**config.mk**
```make
export PLATFORM = sky130hd
export DESIGN_NAME = cdb_arbiter
export DESIGN_NICKNAME = d
export VERILOG_FILES = /design/src/rtl/cdb_pkg.sv /design/src/rtl/cdb_src_fifo.sv /design/src/rtl/cdb_arbiter.sv
export SDC_FILE = /design/constraint.sdc
export NUM_CORES = 1
export LEC_CHECK = 0
export CORE_UTILIZATION = 35
export DETAILED_ROUTE_END_ITERATION = 6
export GPL_TIMING_DRIVEN = 0
export HOLD_SLACK_MARGIN = 0.08
export PLACE_DENSITY_LB_ADDON = 0.2
export SLEW_MARGIN = 25
export SYNTH_ARGS = -nofsm -noshare
export SYNTH_HDL_FRONTEND = slang
export SYNTH_SLANG_ARGS = --single-unit
```
**constraint.sdc**
```tcl
create_clock -name clk -period 6.8 [get_ports clk]
set_input_delay 1.36 -clock clk [delete_from_list [all_inputs] [get_ports clk]]
set_output_delay 1.36 -clock clk [all_outputs]
set_load 0.01 [all_outputs]
```
**src/rtl/cdb_pkg.sv**
```systemverilog
// Shared types and widths for the common-data-bus writeback arbiter.
package cdb_pkg;

  localparam int unsigned DATA_WIDTH     = 32;
  localparam int unsigned ROB_ID_WIDTH   = 5;
  localparam int unsigned PHY_REG_WIDTH  = 6;
  localparam int unsigned DEF_FIFO_DEPTH = 2;
  localparam int unsigned DEF_CNT_WIDTH  = 16;

  typedef struct packed {
    logic [ROB_ID_WIDTH-1:0]  rob_id;
    logic [PHY_REG_WIDTH-1:0] phy_reg;
    logic [DATA_WIDTH-1:0]    data;
  } cdb_entry_t;

  typedef enum logic {
    CDB_SRC_ALU = 1'b0,
    CDB_SRC_MEM = 1'b1
  } cdb_src_e;

endpackage

```
**src/rtl/cdb_src_fifo.sv**
```systemverilog
// Per-source result queue: circular buffer with occupancy count and squash.
module cdb_src_fifo
  import cdb_pkg::*;
#(
  parameter int unsigned DEPTH = DEF_FIFO_DEPTH
) (
  input  logic       clk,
  input  logic       rst,
  input  logic       flush,
  input  logic       push,
  input  logic       pop,
  input  cdb_entry_t din,
  output cdb_entry_t dout,
  output logic       empty,
  output logic       full
);

  localparam int unsigned PTR_W = $clog2(DEPTH);
  localparam int unsigned CNT_W = $clog2(DEPTH + 1);

  cdb_entry_t       mem_q [DEPTH];
  cdb_entry_t       mem_d [DEPTH];
  logic [PTR_W-1:0] wr_ptr_q, wr_ptr_d;
  logic [PTR_W-1:0] rd_ptr_q, rd_ptr_d;
  logic [CNT_W-1:0] count_q, count_d;

  assign dout  = mem_q[rd_ptr_q];
  assign empty = (count_q == '0);
  assign full  = (count_q == CNT_W'(DEPTH));

  // Pointers wrap naturally since DEPTH is a power of two.
  always_comb begin
    mem_d    = mem_q;
    wr_ptr_d = wr_ptr_q;
    rd_ptr_d = rd_ptr_q;
    count_d  = count_q;
    if (flush) begin
      wr_ptr_d = '0;
      rd_ptr_d = '0;
      count_d  = '0;
    end else begin
      if (push) begin
        mem_d[wr_ptr_q] = din;
        wr_ptr_d        = wr_ptr_q + PTR_W'(1);
      end
      if (pop) begin
        rd_ptr_d = rd_ptr_q + PTR_W'(1);
      end
      if (push && !pop) begin
        count_d = count_q + CNT_W'(1);
      end else if (!push && pop) begin
        count_d = count_q - CNT_W'(1);
      end
    end
  end

  always_ff @(posedge clk) begin
    if (rst) begin
      wr_ptr_q <= '0;
      rd_ptr_q <= '0;
      count_q  <= '0;
    end else begin
      wr_ptr_q <= wr_ptr_d;
      rd_ptr_q <= rd_ptr_d;
      count_q  <= count_d;
    end
  end

  // Storage needs no reset; occupancy guards every read.
  always_ff @(posedge clk) begin
    mem_q <= mem_d;
  end

endmodule

```
**src/rtl/cdb_arbiter.sv**
```systemverilog
// Round-robin writeback arbiter: ALU and load queues feed one registered CDB slot.
module cdb_arbiter
  import cdb_pkg::*;
#(
  parameter int unsigned FIFO_DEPTH = DEF_FIFO_DEPTH,
  parameter int unsigned CNT_WIDTH  = DEF_CNT_WIDTH
) (
  input  logic                     clk,
  input  logic                     rst,
  input  logic                     flush,
  input  logic                     alu_valid,
  output logic                     alu_ready,
  input  logic [ROB_ID_WIDTH-1:0]  alu_rob_id,
  input  logic [PHY_REG_WIDTH-1:0] alu_phy_reg,
  input  logic [DATA_WIDTH-1:0]    alu_data,
  input  logic                     mem_valid,
  output logic                     mem_ready,
  input  logic [ROB_ID_WIDTH-1:0]  mem_rob_id,
  input  logic [PHY_REG_WIDTH-1:0] mem_phy_reg,
  input  logic [DATA_WIDTH-1:0]    mem_data,
  output logic                     cdb_valid,
  output logic                     cdb_src,
  output logic [ROB_ID_WIDTH-1:0]  cdb_rob_id,
  output logic [PHY_REG_WIDTH-1:0] cdb_phy_reg,
  output logic [DATA_WIDTH-1:0]    cdb_data,
  output logic [CNT_WIDTH-1:0]     conflict_cnt
);

  cdb_entry_t alu_head, mem_head;
  logic       alu_empty, alu_full, mem_empty, mem_full;
  logic       alu_push_c, mem_push_c;
  logic       grant_alu_c, grant_mem_c, both_c;

  cdb_src_e             last_grant_q, last_grant_d;
  logic                 cdb_valid_q, cdb_valid_d;
  cdb_src_e             cdb_src_q, cdb_src_d;
  cdb_entry_t           cdb_entry_q, cdb_entry_d;
  logic [CNT_WIDTH-1:0] conflict_q, conflict_d;

  // Ready comes from registered occupancy only, so a same-cycle pop never frees a slot.
  assign alu_ready  = !alu_full;
  assign mem_ready  = !mem_full;
  assign alu_push_c = alu_valid && alu_ready && !flush;
  assign mem_push_c = mem_valid && mem_ready && !flush;

  cdb_src_fifo #(.DEPTH(FIFO_DEPTH)) u_alu_fifo (
    .clk   (clk),
    .rst   (rst),
    .flush (flush),
    .push  (alu_push_c),
    .pop   (grant_alu_c),
    .din   ({alu_rob_id, alu_phy_reg, alu_data}),
    .dout  (alu_head),
    .empty (alu_empty),
    .full  (alu_full)
  );

  cdb_src_fifo #(.DEPTH(FIFO_DEPTH)) u_mem_fifo (
    .clk   (clk),
    .rst   (rst),
    .flush (flush),
    .push  (mem_push_c),
    .pop   (grant_mem_c),
    .din   ({mem_rob_id, mem_phy_reg, mem_data}),
    .dout  (mem_head),
    .empty (mem_empty),
    .full  (mem_full)
  );

  assign both_c = !alu_empty && !mem_empty;

  // Grant selection; last_grant only moves when a tie is resolved.
  always_comb begin
    grant_alu_c  = 1'b0;
    grant_mem_c  = 1'b0;
    last_grant_d = last_grant_q;
    if (!flush) begin
      if (both_c) begin
        if (last_grant_q == CDB_SRC_MEM) begin
          grant_alu_c  = 1'b1;
          last_grant_d = CDB_SRC_ALU;
        end else begin
          grant_mem_c  = 1'b1;
          last_grant_d = CDB_SRC_MEM;
        end
      end else if (!alu_empty) begin
        grant_alu_c = 1'b1;
      end else if (!mem_empty) begin
        grant_mem_c = 1'b1;
      end
    end
  end

  // CDB broadcast register and saturating conflict counter.
  always_comb begin
    cdb_valid_d = grant_alu_c || grant_mem_c;
    cdb_src_d   = cdb_src_q;
    cdb_entry_d = cdb_entry_q;
    conflict_d  = conflict_q;
    if (grant_alu_c) begin
      cdb_src_d   = CDB_SRC_ALU;
      cdb_entry_d = alu_head;
    end else if (grant_mem_c) begin
      cdb_src_d   = CDB_SRC_MEM;
      cdb_entry_d = mem_head;
    end
    if (both_c && !flush && (conflict_q != '1)) begin
      conflict_d = conflict_q + CNT_WIDTH'(1);
    end
  end

  always_ff @(posedge clk) begin
    if (rst) begin
      last_grant_q <= CDB_SRC_MEM;
      cdb_valid_q  <= 1'b0;
      cdb_src_q    <= CDB_SRC_ALU;
      cdb_entry_q  <= '0;
      conflict_q   <= '0;
    end else begin
      last_grant_q <= last_grant_d;
      cdb_valid_q  <= cdb_valid_d;
      cdb_src_q    <= cdb_src_d;
      cdb_entry_q  <= cdb_entry_d;
      conflict_q   <= conflict_d;
    end
  end

  assign cdb_valid    = cdb_valid_q;
  assign cdb_src      = cdb_src_q;
  assign cdb_rob_id   = cdb_entry_q.rob_id;
  assign cdb_phy_reg  = cdb_entry_q.phy_reg;
  assign cdb_data     = cdb_entry_q.data;
  assign conflict_cnt = conflict_q;

endmodule

```
Word-level counts from Yosys, hierarchy flattened:

Index checks and enable logic that the tools add are counted.

* register bits after elaboration: 242
* word-level logic and storage cells: 108
* output and inout bits: 63
* memory bits (writable): 0
* memories: 0
* bits in latches: 0
* input port bits: 91
* bits in read-only memories: 0

* order comparisons: 6
* muxes and demuxes: 27
* shift-type cells: 0
* add/subtract/negate cells: 9
* equal/unequal tests: 3
* $mul: 0
* bitwise gates (word level): 5
* reductions and logical operators: 33
* divide/modulo/power cells: 0

Operators by type and width (number)
* 43-bit 2-to-1 mux: 10
* 86-bit bitwise mux: 2
* 43-bit demux with 1-bit select: 2
* 16-bit by 1-bit adder with 16-bit output (second input constant): 1
* 16-bit inequality test (second input constant): 1
* 1-bit logical AND: 13
* 1-bit logical NOT: 9
* 1-bit 2-to-1 mux: 9
* 2-bit >= comparator (second input constant): 4
* 2-bit 2-to-1 mux: 4
* 1-bit inverter with 2-bit output: 4
* 2-bit AND reduction: 3
* 2-bit nonzero test: 3
* 1-bit adder (second input constant): 4
* 2-bit by 1-bit adder with 2-bit output (second input constant): 2
* 2-bit equality test (second input constant): 2
* 2-bit logical NOT: 2
* 2-bit by 1-bit less-than comparator with 1-bit output (second input constant): 2
* 2-bit OR reduction: 2
* 2-bit by 1-bit subtractor with 2-bit output (second input constant): 2
* 1-bit logical OR: 1
* 1-bit inverter: 1

Logic depth before layout (Yosys ltp):

* depth after elaboration: 8
* depth in mapped cells: 10
* gate-level depth less buffers: 7

Modules after synthesis:

From an unflattened synthesis, not the netlist that was laid out.

* cell total of the unflattened synthesis: 609
* area total of the unflattened synthesis: 9356.5 um^2

By module, submodules not included
* cdb_src_fifo: area an instance 3293.2 um^2, instances 2, cells an instance 154, sequential area each 2662.6 um^2
* cdb_arbiter: area an instance 2770.2 um^2, instances 1, cells an instance 301, sequential area each 1241.2 um^2

Worst setup path before layout:

Ideal clock, no wire load.

* path type: in2reg
* start point: input flush
* end point: register u_alu_fifo.mem_q[43] in the netlist's numbering (enable)
* buffers on the path: 0
* setup slack: 2.776 ns
* data required time: 6.351 ns
* cell stages on the path: 2
* setup time: 0.449 ns
* data arrival time: 3.576 ns
* cells stage by stage: and3b_1 > nor2b_1

* cells in the longest elaborated chain, start to end: 3
* elaborated cells between the ends (all ways): 4
* classes of those cells: bitwise (1); reduce/logical (3)

Ends and longest elaborated chain
* start, declared: RTL line cdb_arbiter.sv:10 `input logic flush,`
* 1-bit logical NOT: RTL line cdb_arbiter.sv:43 `assign alu_push_c = alu_valid && alu_ready && !flush;`
* 1-bit logical AND: RTL line cdb_arbiter.sv:43
* 2-bit AND reduction (no source line) (*)
* end signal, assigned: RTL line cdb_src_fifo.sv:71 `mem_q <= mem_d;`
* end, declared: RTL line cdb_src_fifo.sv:21 `cdb_entry_t mem_q [DEPTH];`

Mark *: on every way between the ends. The rest lies on a longest branch, timed or not.
A chain may end at the register's enable or synchronous reset.

Worst setup path in the final report:

* start point: input flush
* end point: register u_alu_fifo.count_q[1]

* cells in the longest elaborated chain, start to end: 5
* elaborated cells between the ends (all ways): 10
* classes of those cells: mux (2); reduce/logical (8)

Ends and longest elaborated chain
* 1-bit logical NOT: RTL line cdb_arbiter.sv:43
* 1-bit logical AND: RTL line cdb_arbiter.sv:43
* 1-bit logical NOT: RTL line cdb_src_fifo.sv:51 `end else if (!push && pop) begin`
* 1-bit logical AND: RTL line cdb_src_fifo.sv:51
* 2-bit nonzero test (no source line)
* end signal, assigned: RTL line cdb_src_fifo.sv:65 `count_q <= count_d;`
* end, declared: RTL line cdb_src_fifo.sv:25 `logic [CNT_W-1:0] count_q, count_d;`

Several ways; a longest one is shown, not always the timed one.

==> results.cfg <==
[status]
status = finished, violations left
violations = DRC

[grt]
grt_pass1_vias = 6080
grt_max_degree = 28
antenna_found_initial = 0
grt.total_usage_pct = 16.4
grt_pass1_wl_um = 34900
overflow = 0

[final_layout]
layout-drive-gt1-share_pct = 11.5
syn2layout_area_growth_pct = 31.5
antenna_cells = 0
stdcell_area_um2 = 12400
layout_common_cells = 172 x edfxtp_1, 153 x clkdlybuf4s50_1, 70 x dfxtp_1, 56 x a21oi_1, 52 x nand2_1
final_nets = 958
layout_commonest_cell = edfxtp_1

[synthesis]
syn_inst = 676
synthMuxAreaShare_pct = 10.2
synth_fa_ha_area_share_pct = 0.399
synthesis.nets = 770
synthTopCellsByArea = edfxtp_1 55%, dfxtp_1 15%, mux2_2 5.2%
synth.avg_cell_area_um2 = 13.9
synth-compound-area-share_pct = 8.08
yosysSeqAreaShare_pct = 69.9
synth_top_flop_cell = edfxtp_1
yosysWarnings = 0
synth_top_family_by_area = multiplexers
yosysUniqueCellTypes = 38
synth_edf_count = 172
ys_async_sr_fraction_pct = 0
synth_simple_gate_area_share_pct = 8.49
synth_area_leader_cell = edfxtp_1
yosysTopAreaCellShare_pct = 55.0
synth_seq_cells = 242
synthesis.area_um2 = 9400
synthXorXnorAreaFrac_pct = 0.839

[clock_network]
post_cts_resized = 0
clock-sinks = 242
cts_setup_buffers = 0
clk_pin_slew_ns = 0.06
holdBufCountCts = 0
clock_latency_ns = 0.53
cts_root_buf = clkbuf_16
cts_tree = yes
cts_max_path_buffers = 3
cts_made_buffers = 27
htreeDepth = 1

[die]
start_util_pct = 35.9
coreArea_um2 = 26200
die_x_um = 166
die_h_um = 166
die_area_um2 = 27500
top_level_ports = 154
row_count = 59

[critical_path]
crit_path_frequent_cell = buf_2
cp.required_ns = 7.25
max_stage_delay_ns = 0.56
worstSetupStartpointType = primary input
end_kind = register
r2r_end = u_alu_fifo.count_q[1]
r2r_cells = 9
r2r_slack_ns = 3.83
crit_slowest_cell = clkdlybuf4s50_1
rr_startpoint = u_mem_fifo.count_q[0]
crit_chain = clkdlybuf4s50_1 > o21ba_2 > clkbuf_1 > and2_1 > buf_2 > buf_2 > inv_1 > ha_1 > or3_1 > a21oi_1
crit_path_max_fanout = 10
critPathArrivalTime_ns = 4.29
path_class = primary input to register

[hold_path]
hold_path_class = register to register
hold_depth = 2
hold_end = cdb_rob_id[4]
worstHoldStart = cdb_rob_id[4]

[sta]
skew_ns = 0.0167
tightestPinTransition_ns = 0.979
relSlewSlack_pct = 34.6
fin_crit_sh_pct = 56.5
slew_violations = 0
tns_ns = 0
fin_crit_ns = 3.84
setup_viol = 0
max_freq_mhz = 260
final_hold_viol_count = 0
rsz0062_at_grt = no

[routing]
vias = 6021
route.detailed.drc = 9
wire_per_inst_um = 18.6
ant_nets = 0
via_per_inst = 4.94
drtPass1Iterations = 7
maxUsedRoutingLayer = met4
dr_wl_met3_um = 1210
wl_met1_um = 10200
wl_met2_um = 10700
routed_wl_um = 22700
drtIter0Drc = 310

[flow_run]
drv_cap = 0

[power_and_ir_drop]
seq_power_share_pct = 49.8
powerDensity_nw_per_um2 = 269
switchingPower_uw = 724
p_leak_uw = 0.00388
swShare_pct = 21.8
clkPwrFrac_pct = 42.1
comb_power_share_pct = 8.1
irDropWorstVdd_v = 0.000145
intPower_uw = 2600

[placed_design]
portBuffers = 153
dp_hpwl_um = 15200
dpl_cell_area_um2 = 11500
place_congestion = 0.825
worst max path at each step:
| stage | start | depth (start not counted) | end |
|---|---|---|---|
| after CTS | flush | 10 | u_alu_fifo.count_q[1] |
| after global routing | flush | 10 | u_alu_fifo.count_q[1] |
| after detailed placement | flush | 10 | u_alu_fifo.count_q[1] |
| after floorplan | flush | 2 | u_alu_fifo.mem_q[43] |
| final | flush | 10 | u_alu_fifo.count_q[1] |
| after global placement | flush | 3 | u_mem_fifo.mem_q[61] |
worst max-delay path: cells and delay by family:
family,cells,cell delay (ns)
simple gates,2,0.54
buf+inv,5,1.63
fa+ha+maj,1,0.32
compound gates,2,0.44
power groups by stage:
| stage | Combinational, uW | Sequential [uW] | Clock [uW] |
|---|---|---|---|
| 6_report | 270 | 1650 | 1400 |
| 5_1_grt | 293 | 1660 | 1490 |
| 4_1_cts | 275 | 1650 | 1440 |
| 3_5_place_dp | 273 | 1680 | 0 |
| 3_3_place_gp | 259 | 1690 | 0 |
| 2_1_floorplan | 109 | 1690 | 0 |
metrics by stage:
| step | setup slack [ns] | util (%) | total power [uW] | cells | hold slack, ns |
|---|---|---|---|---|---|
| 6_report | 2.96 | 47.2 | 3320 | 1219 | 0.453 |
| 5_1_grt | 2.80 | 47.2 | 3440 | 1219 | 0.476 |
| 4_1_cts | 2.96 | 47.2 | 3360 | 1219 | 0.456 |
| 3_5_place_dp | 2.42 | 43.9 | 1960 | 1170 | 0.447 |
| 3_3_place_gp | 0.370 | 43.3 | 1950 | 1164 | 0.444 |
| 2_1_floorplan | 2.78 | - | 1800 | 676 | 0.478 |
cells by family (layout without fill, tap and decap cells):
logic type / count (synthesis) / in the layout
buffers and inverters: 51 / 259
flip-flops: 242 / 242
multiplexers: 90 / 90
AO/OA/AOI/OAI: 121 / 121
AND/OR/NAND/NOR: 160 / 160
adder cells (fa/ha/maj): 3 / 3
XOR/XNOR: 9 / 9
cell type report:
class | instances | area [um^2]
plain buffers | 46 | 179
clock buffers | 36 | 729
clock inverters | 13 | 120
fillers | 2363 | 13800
inverters | 5 | 18.8
multi-input cells | 383 | 2650
flip-flops and latches | 242 | 6570
well taps | 335 | 419
repair buffers | 159 | 1670
layer usage:
layer  global-route usage [%]  vias to the layer above
met5                        0                        -
met4                     4.55                        0
met3                     3.10                       36
met2                     27.2                      146
met1                     22.0                     2899
li1                         -                     2940
Yosys cell counts (2+ instances only):
master and instances:
nand2_1 52, nand2b_1 4, inv_1 5, a21oi_1 56, o31ai_1 7, nand3_1 45
buf_2 5, or4_1 8, nand4_1 5, clkbuf_1 34, o21ai_0 5, a21o_1 2
xnor2_1 4, mux2_2 43, nor2b_1 6, buf_1 7, or3_1 4, ha_1 3
o211ai_1 44, mux2_1 4, and2_1 4, mux2i_1 43, edfxtp_1 172, o21bai_1 2
or2_1 2, nor2_1 15, and3_1 4, a211oi_1 3, and3b_1 2, nor4_1 5
xor2_1 5, dfxtp_1 70
Note: power is estimated with default switching activity, not from simulation.
